$ cat src/rtl/core_pkg.sv
// core_pkg: shared widths, fetch packet type and reset PC for the core
package core_pkg;
  localparam int XLEN = 32;
  localparam int ILEN = 32;
  localparam logic [XLEN-1:0] DEFAULT_RESET_PC = 32'h0000_0000;
  typedef struct packed {
    logic [XLEN-1:0] pc;
    logic [ILEN-1:0] instr;
  } fetch_pkt_t;
endpackage

$ cat src/rtl/fetch_stage_if.sv
// fetch_stage_if: imem, redirect and decode handshake signals of the fetch stage
interface fetch_stage_if;
  import core_pkg::*;
  logic [XLEN-1:0] imem_addr;
  logic [ILEN-1:0] imem_instr;
  logic redirect_valid;
  logic [XLEN-1:0] redirect_pc;
  logic out_valid;
  logic out_ready;
  logic [XLEN-1:0] out_pc;
  logic [ILEN-1:0] out_instr;
  modport master (
    output imem_addr, out_valid, out_pc, out_instr,
    input imem_instr, redirect_valid, redirect_pc, out_ready
  );
  modport slave (
    input imem_addr, out_valid, out_pc, out_instr,
    output imem_instr, redirect_valid, redirect_pc, out_ready
  );
endinterface

$ cat src/rtl/fetch_fifo.sv
// fetch_fifo: synchronous FIFO of fetch packets; flush beats push
module fetch_fifo import core_pkg::*; #(
  parameter int DEPTH = 2,
  parameter type T = fetch_pkt_t
) (
  input logic clk,
  input logic rst,
  input logic push,
  input logic pop,
  input logic flush,
  input T din,
  output logic full,
  output logic empty,
  output T head
);
  localparam int AW = $clog2(DEPTH);
  T mem [DEPTH];
  logic [AW-1:0] rd_ptr, wr_ptr;
  logic [AW:0] count;
  always_ff @(posedge clk) begin
    if (rst || flush) begin
      rd_ptr <= '0;
      wr_ptr <= '0;
      count <= '0;
    end else begin
      if (push) wr_ptr <= wr_ptr + AW'(1);
      if (pop) rd_ptr <= rd_ptr + AW'(1);
      count <= count + (AW+1)'(push) - (AW+1)'(pop);
    end
  end
  always_ff @(posedge clk)
    if (push && !flush && !rst) mem[wr_ptr] <= din;
  assign full = count == (AW+1)'(DEPTH);
  assign empty = count == '0;
  assign head = mem[rd_ptr];
endmodule

$ cat src/rtl/fetch_stage.sv
// fetch_stage: PC register, imem fetch and fetch buffer feeding decode
module fetch_stage import core_pkg::*; #(
  parameter logic [XLEN-1:0] RESET_PC = DEFAULT_RESET_PC,
  parameter int FIFO_DEPTH = 2
) (
  input logic clk,
  input logic rst,
  fetch_stage_if.master bus
);
  logic [XLEN-1:0] pc;
  logic full, empty, push, pop;
  fetch_pkt_t head;
  assign pop = !empty && bus.out_ready;
  // a full buffer still accepts a fetch when its head leaves in the same cycle
  assign push = !bus.redirect_valid && (!full || pop);
  always_ff @(posedge clk)
    pc <= rst ? RESET_PC
        : bus.redirect_valid ? {bus.redirect_pc[XLEN-1:2], 2'b00}
        : push ? pc + 32'd4 : pc;
  fetch_fifo #(.DEPTH(FIFO_DEPTH), .T(fetch_pkt_t)) u_fifo (
    .clk(clk),
    .rst(rst),
    .push(push),
    .pop(pop),
    .flush(bus.redirect_valid),
    .din('{pc: pc, instr: bus.imem_instr}),
    .full(full),
    .empty(empty),
    .head(head)
  );
  assign bus.imem_addr = pc;
  assign bus.out_valid = !empty;
  assign bus.out_pc = head.pc;
  assign bus.out_instr = head.instr;
endmodule
$ cat src/flat_wrapper.sv
// flat-port wrapper written by rule: the top's interface ports become plain ports
module fetch_stage_flat import core_pkg::*;
#(
  parameter logic [XLEN-1:0] RESET_PC = DEFAULT_RESET_PC,
  parameter int FIFO_DEPTH = 2
)
  (clk, rst, bus_imem_addr, bus_out_valid, bus_out_pc, bus_out_instr, bus_imem_instr, bus_redirect_valid, bus_redirect_pc, bus_out_ready);
  fetch_stage_if bus_i ();
  input logic clk;
  input logic rst;
  output wire logic [$bits(bus_i.imem_addr)-1:0] bus_imem_addr;
  output wire logic [$bits(bus_i.out_valid)-1:0] bus_out_valid;
  output wire logic [$bits(bus_i.out_pc)-1:0] bus_out_pc;
  output wire logic [$bits(bus_i.out_instr)-1:0] bus_out_instr;
  input wire logic [$bits(bus_i.imem_instr)-1:0] bus_imem_instr;
  input wire logic [$bits(bus_i.redirect_valid)-1:0] bus_redirect_valid;
  input wire logic [$bits(bus_i.redirect_pc)-1:0] bus_redirect_pc;
  input wire logic [$bits(bus_i.out_ready)-1:0] bus_out_ready;
  assign bus_imem_addr = bus_i.imem_addr;
  assign bus_out_valid = bus_i.out_valid;
  assign bus_out_pc = bus_i.out_pc;
  assign bus_out_instr = bus_i.out_instr;
  assign bus_i.imem_instr = bus_imem_instr;
  assign bus_i.redirect_valid = bus_redirect_valid;
  assign bus_i.redirect_pc = bus_redirect_pc;
  assign bus_i.out_ready = bus_out_ready;
  fetch_stage #(.RESET_PC(RESET_PC), .FIFO_DEPTH(FIFO_DEPTH)) u_core (.clk(clk), .rst(rst), .bus(bus_i));
endmodule
$ cat config.mk
export PLATFORM = sky130hd
export DESIGN_NAME = fetch_stage_flat
export DESIGN_NICKNAME = d
export VERILOG_FILES = /design/src/rtl/core_pkg.sv /design/src/rtl/fetch_stage_if.sv /design/src/rtl/fetch_fifo.sv /design/src/rtl/fetch_stage.sv /design/src/flat_wrapper.sv
export SDC_FILE = /design/constraint.sdc
export NUM_CORES = 1
export LEC_CHECK = 0
export ABC_CLOCK_PERIOD_IN_PS = 3400
export BUFFER_PORTS_ARGS = -buffer_cell sky130_fd_sc_hd__buf_2
export CAP_MARGIN = 20
export CELL_PAD_IN_SITES_DETAIL_PLACEMENT = 1
export CELL_PAD_IN_SITES_GLOBAL_PLACEMENT = 2
export CORE_MARGIN = 2
export CORE_UTILIZATION = 32
export CTS_CLUSTER_DIAMETER = 120
export CTS_CLUSTER_SIZE = 16
export DETAILED_ROUTE_END_ITERATION = 8
export PLACE_DENSITY_LB_ADDON = 0.1
export SYNTH_ARGS = -nofsm -noshare
export SYNTH_HDL_FRONTEND = slang
export SYNTH_SLANG_ARGS = --single-unit
export TNS_END_PERCENT = 100
$ cat constraint.sdc
create_clock -name clk -period 3.4 [get_ports clk]
set_input_delay 0.17 -clock clk [delete_from_list [all_inputs] [get_ports clk]]
set_output_delay 0.17 -clock clk [all_outputs]
set_load 0.1 [all_outputs]
======== Word-level counts from Yosys, hierarchy flattened ========
Memory sizes are Yosys's and may differ from the RTL's. A register that Yosys moved wholly into a read port is not among the register bits.
Cells that the tools add are included.
storage, ports and cells
  latch bits .............................. 0
  ROM bits ................................ 0
  register bits after elaboration ......... 36
  memories kept ........................... 1
  bits in writable memories ............... 128
  output and inout port bits .............. 97
memory list
  memory             words  bits a word  read ports  clocked after Yosys merged registers in  wr ports  RTL line          text
  u_core.u_fifo.mem  2      64           1           1                                        1         fetch_fifo.sv:17  T mem [DEPTH];
operators by class
  add/sub/neg operators ................... 5
  reductions and logical operators ........ 13
  divide/modulo/power cells ............... 0
  shift-type cells ........................ 0
  multiplexer cells ....................... 6
  bitwise logic cells ..................... 0
  multipliers ............................. 0
  $lt $le $gt $ge ......................... 0
  equality and inequality tests ........... 1
operators by type and width
  operator               count
  $mux 32                2
  $add 32x3->32 const B  1
  $logic_and 1x1->1      4
  $logic_not 1->1        4
  $mux 1                 4
  $add 1x1->1 const B    2
  $add 2x1->2            1
  $eq 2x2->1 const B     1
  $logic_not 2->1        1
  $logic_or 1x1->1       2
  $reduce_bool 2->1      1
  $reduce_or 2->1        1
  $sub 2x1->2            1

======== Depth between registers and ports, before layout ========
Gate-level depths: netlist of run 1.
  depth after elaboration ................. 9
  mapped depth ............................ 10
  mapped depth without buffers ............ 8

======== Modules after synthesis ========
A second synthesis of run 1 with hierarchy kept.
unflattened totals
  cell total of the unflattened synthesis .. 481
  area total of the unflattened synthesis .. 7220.7 um^2
modules (own cells, without submodules)
  module       area each (um^2)  times used  cells each  sequential area each (um^2)
  fetch_fifo   5148.7            1           221         3943.8
  fetch_stage  2072.0            1           260         600.6

======== Least setup slack after synthesis of run 1 ========
Ideal clock, no wire load.
  path kind ............................... input port to flip-flop
  start point ............................. input port rst
  end point ............................... memory u_core.u_fifo.mem[0][0] (netlist name) (enable)
  library setup time ...................... 0.482 ns
  path buffers ............................ 1
  cell stages on the path ................. 4
  path slack .............................. -0.262 ns
  data required time ...................... 2.918 ns
  data arrival time ....................... 3.180 ns
  cells stage by stage .................... clkbuf_1 -> nor2_1 -> nand2_1 -> nor2_1
on the way
  word-level cells in the longest chain between the ends .. 4
RTL lines
  what                          RTL line            text
  start: declaration            flat_wrapper.sv:10  input logic rst;
  $logic_not 1->1               fetch_fifo.sv:32    if (push && !flush && !rst) mem[wr_ptr] <= din;
  $logic_and 1x1->1             fetch_fifo.sv:32
  $mux 1                        fetch_fifo.sv:32
  $mux 1 (implied by the code)  fetch_fifo.sv:32
  end: declaration              fetch_fifo.sv:17
No other way between the ends.

==> impl_metrics.toml, run 1 <==
[die]
fp.dieH_um = 146.2
start_util = 0.3228
core_area_mm2 = 0.02004
dieWidth_um = 146.2
placementRows = 52
pin_count = 165
die_area_mm2 = 0.02137

[logic_synthesis]
synth.top_cells.by_area = "edfxtp_1, dfxtp_1, mux2_2"
synthTopCellsByCount = "edfxtp_1, mux2_2, dfxtp_1"
yosysTopAreaCellShare = 0.5756
yosys_warnings = 0
synthCells = 432
yosys.area.top_type = "edfxtp_1"
synthArstFlopShare = 0
synth-seq-cells = 159
synth.most_common_cell = "edfxtp_1"
syn_area_per_cell_um2 = 14.97
seq_area_frac_synth = 0.6839
ys.flop_type = "edfxtp_1"
synthesis.area_mm2 = 0.006469
ys_types = 41
synth-edff-count = 124

[global_route]
grt_antenna_before_repair = 0
grt_max_degree = 63
grtUsageTotal = 0.1508
grt_pass1_vias = 4537
grt.overflow.total = 0
grt_pass1_wl_um = 24940

[clock_tree]
cts_max_level = 4
cts_buffers = 17
cts_max_path_buffers = 2
cts.sinks = 159
clk_latency_ps = 420
cts_root_buffer = "clkbuf_16"
cts_tree = "done"
clk_pin_slew_ps = 70

[final_layout]
fin_nets = 697
instances_no_fill = 909
drive_above_1_share = 0.4288
diodes = 0
synthToLayoutAreaGrowth_pct = 31.01

[sta]
rsz0062_at_grt = "no"
finalSetupTns_ps = 0
slew_violations = 0
worstMarginPinSlew_ps = 985.7
setup_viol = 0
slew_headroom = 0.3429
fin_crit_ps = 2300
hold_viol_final = 0
fin_crit_sh = 0.6765
fin_skew_ps = 12.24
worst_hold_slack_ps = 21.08
max_clock_freq_mhz = 434.7

[routing]
firstDrtPassIters = 4
dr_total_vias = 4161
vias_per_cell = 4.578
postRouteAntennaNets = 0
totalWireLength_um = 15730
drt_iter0_markers = 138
drc = 0
wl_per_cell_um = 17.30

[setup_path]
crit_required_ps = 3230
worst-path-max-fanout = 62
crit_chain = "mux2_2 > buf_2"
crit_slowest_cell = "dfxtp_4"
max_stage_delay_ps = 880
path_class = "reg -> out"
reg2reg_from = "u_core.bus.imem_addr[4]"
worstPathArrival_ps = 2130
end_kind = "output pin"
cp-start-kind = "flop"

[outcome]
status = "finished clean"

[min_path]
min_path_type = "in -> reg"
hp-start = "bus_redirect_pc[26]"

[placement]
dpl.hpwl_um = 10070
port-buffer-count = 158
dp_cells = 841
gp_congestion = 0.6740

[power]
power_density_mw_per_mm2 = 579.4
p_leak_nw = 3.154
totalPowerFinal_mw = 4.910
peakVddDrop_uv = 325.4

[run]
max_cap_viol_count = 0
-- per-layer routing --
metal	part of all wire	GRT usage	vias to the layer above
li1	-	-	2000
met5	0	0	-
met3	0.036	0.03094	14
met1	0.45	0.1882	2050
met4	0.0098	0.04951	0
met2	0.51	0.2623	97
-- path summary, 6_finish.rpt --
kind | to | slack, ps | cells after the start
hold reg to reg | u_core.u_fifo.mem[1][58] | 530 | 0
setup reg to reg | u_core.bus.imem_addr[29] | 1150 | 5
setup / recovery | bus_out_pc[14] | 1100 | 2
hold / removal | u_core.bus.imem_addr[26] | 20 | 3
-- flip-flops by register name, summed over array words and instances, names as in the netlist, named ones only --
name,flops
u_core.u_fifo.mem,124
u_core.bus.imem_addr,30
u_core.u_fifo.count,2
u_core.u_fifo.rd_ptr,1
u_core.u_fifo.wr_ptr,1
-- repair_timing --
action / 4_1_cts / 5_1_grt
endpoints found under the hold margin: 68 / 0
gates resized for setup: 0 / 0
hold buffers: 36 / 0
setup buffers: 0 / 0
-- per-stage QoR --
stage | setup WS (ps) | utilization | area (um^2)
final | 1100 | 0.4229 | 8474
after CTS | 1037 | 0.4229 | 8474
after detailed placement | 1093 | 0.3762 | 7538
after global routing | 915.4 | 0.4229 | 8474
after global placement | 1165 | 0.3762 | 7538
after floorplan | 772.2 | - | 6482
-- critical path, delay by kind of cell, from the launching register on --
family	cells	cell delay [ps]
multiplexers	1	310
buffers and inverters	1	430
flip-flops	1	880
-- power by group --
| group | total (mW) | leakage (nW) | internal (mW) | switching (mW) |
|---|---|---|---|---|
| clock | 1.85 | 0.272 | 0.978 | 0.871 |
| sequential | 2.25 | 1.44 | 2.18 | 0.0670 |
| combinational | 0.815 | 1.44 | 0.172 | 0.643 |
-- cell usage in the layout (no fill, tap or decap), types with 7 or more instances in the layout --
cell type,netlist,layout
buf_2,1,158
a21oi_1,10,10
xnor2_1,22,22
nand3_1,7,7
edfxtp_1,124,124
nand2_1,24,24
dlygate4sd3_1,0,36
nand4_1,11,11
clkbuf_16,0,17
mux2_2,62,62
nor2_1,26,25
nor3_1,7,7
a211oi_1,16,16
xor2_1,7,7
dfxtp_1,35,34
-- cells by family (layout without fill, tap and decap cells) --
logic type               Yosys count  count (layout)  share of synthesized area
other                              1               4                  0.0005797
flip-flops                       159             159                     0.6839
XOR/XNOR                          29              29                    0.03926
AO/OA/AOI/OAI                     35              35                    0.03579
adder cells (fa/ha/maj)            3               3                   0.005803
multiplexers                      65              65                     0.1126
AND/OR/NAND/NOR                  110             110                    0.09981
buffers and inverters             30             234                    0.02224
-- cell type report --
class / count / area, um^2
Clock inverter: 14 / 146.4
Tap cell: 270 / 337.8
Timing Repair Buffer: 198 / 1194
Clock buffer: 18 / 429.2
Sequential cell: 159 / 4428
Inverter: 4 / 15.01
Multi-Input combinational cell: 246 / 1924
Fill cell: 2158 / 11560
Power figures use the tool's default switching activity.
==> run 2: changes to the inputs <==
ABC_CLOCK_PERIOD_IN_PS = 2000   (was 3400)
clock period = 2 ns   (was 3.4 ns; I/O delays follow)
==> run 2 against run 1 <==
Effect of this change:
- via count grew 5.0%
- core utilization is 6.8 points higher
- global-route usage increased by 1.3 points
- critical path type unchanged
- combinational power increased by 110%
- sequential power grew 69%
- sequential share of layout area fell by 6.5 points
==> impl_metrics.toml, run 2 (synthesis results as in run 1) <==
[clock_tree]
cts_buffers = 17
clk_pin_slew_ps = 70
cts_root_buffer = "clkbuf_16"
clk_latency_ps = 420
cts_tree = "done"
cts_max_level = 4
cts_max_path_buffers = 2
cts.sinks = 159
post-cts-setup-buffers = 0

[placement]
pre_cts_slack_ps = 21.25
dp_cells = 852
gp_congestion = 0.7134
dpl.hpwl_um = 11230
port-buffer-count = 158

[setup_path]
reg2reg_from = "u_core.u_fifo.count[1]"
crit_buf_inv = 2
crit_family = "buffers and inverters"
max_stage_delay_ps = 420
end_kind = "output pin"
path_class = "reg -> out"
crit_slowest_cell = "mux2_2"
reg2reg_setup_slack_ps = 150
endpoint = "bus_out_pc[14]"
cp-start-kind = "flop"
worst-path-max-fanout = 31
crit_chain = "buf_4 > mux2_2 > buf_12"
worstPathArrival_ps = 1760
rr_worst_depth = 2
cp.depth = 3
timing.rr.end = "u_core.u_fifo.mem[1][59]"
crit_required_ps = 1900

[die]
placementRows = 52
fp.dieH_um = 146.2
die_area_mm2 = 0.02137
dieWidth_um = 146.2
core_area_mm2 = 0.02004
pin_count = 165
start_util = 0.3228

[sta]
hold_viol_final = 0
fin_crit_sh = 0.9306
fin_skew_ps = 13.91
worstMarginPinSlew_ps = 955.4
setup_ws_ps = 138.8
max_clock_freq_mhz = 537.3
setup_viol = 0
fin_crit_ps = 1861
worst_hold_slack_ps = 105.0
slew_headroom = 0.3631
slew_violations = 0
rsz0062_at_grt = "no"
finalSetupTns_ps = 0

[outcome]
status = "finished clean"

[routing]
totalWireLength_um = 16760
drt_iter0_markers = 143
firstDrtPassIters = 4
vias_per_cell = 4.621
postRouteAntennaNets = 0
wl_per_cell_um = 17.74
drc = 0
dr_total_vias = 4367

[final_layout]
largest_register = "u_core.u_fifo.mem"
final_cell_mix = "edfxtp_1, buf_2, buf_12, mux2_2, dlygate4sd3_1"
largest_register_ffs = 124
synthToLayoutAreaGrowth_pct = 52.03
instances_no_fill = 945
diodes = 0
final_common_cell = "edfxtp_1"
fin_nets = 733
drive_above_1_share = 0.4696

[global_route]
grt_pass1_vias = 4820
grt_max_degree = 63
grt_antenna_before_repair = 0
grtUsageTotal = 0.1642
grt.overflow.total = 0
grt_pass1_wl_um = 27190

[run]
max_cap_viol_count = 0

[min_path]
min_path_type = "in -> reg"

[power]
p_sw_mw = 2.685
peakVddDrop_uv = 592.4
seq_power_share = 0.438
p_leak_nw = 3.672
combPwrFrac = 0.198
power_density_mw_per_mm2 = 884.2
clockPowerShare = 0.364
totalPowerFinal_mw = 8.696
swShare = 0.3088
intPower_mw = 6.011
run 2: cell count changes in the layout (fill, tap and decap cells not counted), moves of 10 or more:
cell and delta:
buf_12 +63, dlygate4sd3_1 +25, buf_4 +10, dfxtp_2 +13, dfxtp_4 +16, buf_2 -62
dfxtp_1 -29
run 2: worst min-delay path by stage:
stage                             from                       end  slack, ps  cells after the start
finish              bus_redirect_valid    u_core.u_fifo.count[1]        110                      3
global route        bus_redirect_valid    u_core.u_fifo.count[1]        110                      3
CTS                 bus_redirect_valid      u_core.u_fifo.wr_ptr        100                      3
detailed placement   bus_imem_instr[9]   u_core.u_fifo.mem[0][9]        290                      1
global placement    bus_imem_instr[28]  u_core.u_fifo.mem[0][28]        290                      1
floorplan            bus_imem_instr[0]   u_core.u_fifo.mem[0][0]        200                      0
run 2: through the flow:
step / instance area (um^2) / utilization
6_report: 9834 / 0.4908
5_1_grt: 9834 / 0.4908
4_1_cts: 9831 / 0.4906
3_5_place_dp: 8642 / 0.4313
3_3_place_gp: 8642 / 0.4313
2_1_floorplan: 6566 / -
run 2: power by group through the flow:
stage / Clock [mW] / Combinational, mW / Sequential [mW]
after global placement: 0 / 1.63 / 3.87
after global routing: 3.38 / 1.79 / 3.83
after CTS: 3.25 / 1.74 / 3.81
final: 3.17 / 1.72 / 3.81
after detailed placement: 0 / 1.64 / 3.88
after floorplan: 0 / 0.818 / 4.15
run 2: tightest hold or removal path, stage by stage:
cell,delay [ps]
buf_2,110
buf_4,210
nor3_1,80
run 2: routing by layer:
metal | vias up | wire length, um | global-route usage
met4 | 0 | 159 | 0.03883
li1 | 2073 | - | -
met5 | - | 0 | 0
met3 | 14 | 688 | 0.04188
met2 | 103 | 8565 | 0.2875
met1 | 2177 | 7349 | 0.2043
run 2: final cells by class:
cell class | instances | area (um^2)
timing repair buffer | 234 | 2470
sequential | 159 | 4504
clock buffer | 17 | 425.4
clock inverter | 15 | 147.6
multi-input combinational | 246 | 1934
inverter | 4 | 15.01
tap | 270 | 337.8
fill | 2051 | 10200
run 2: timing repair:
item | CTS | global route
hold buffers | 61 | 0
setup endpoints to repair | 1 | 2
gates resized for setup | 1 | 2
hold endpoints to repair | 93 | 0
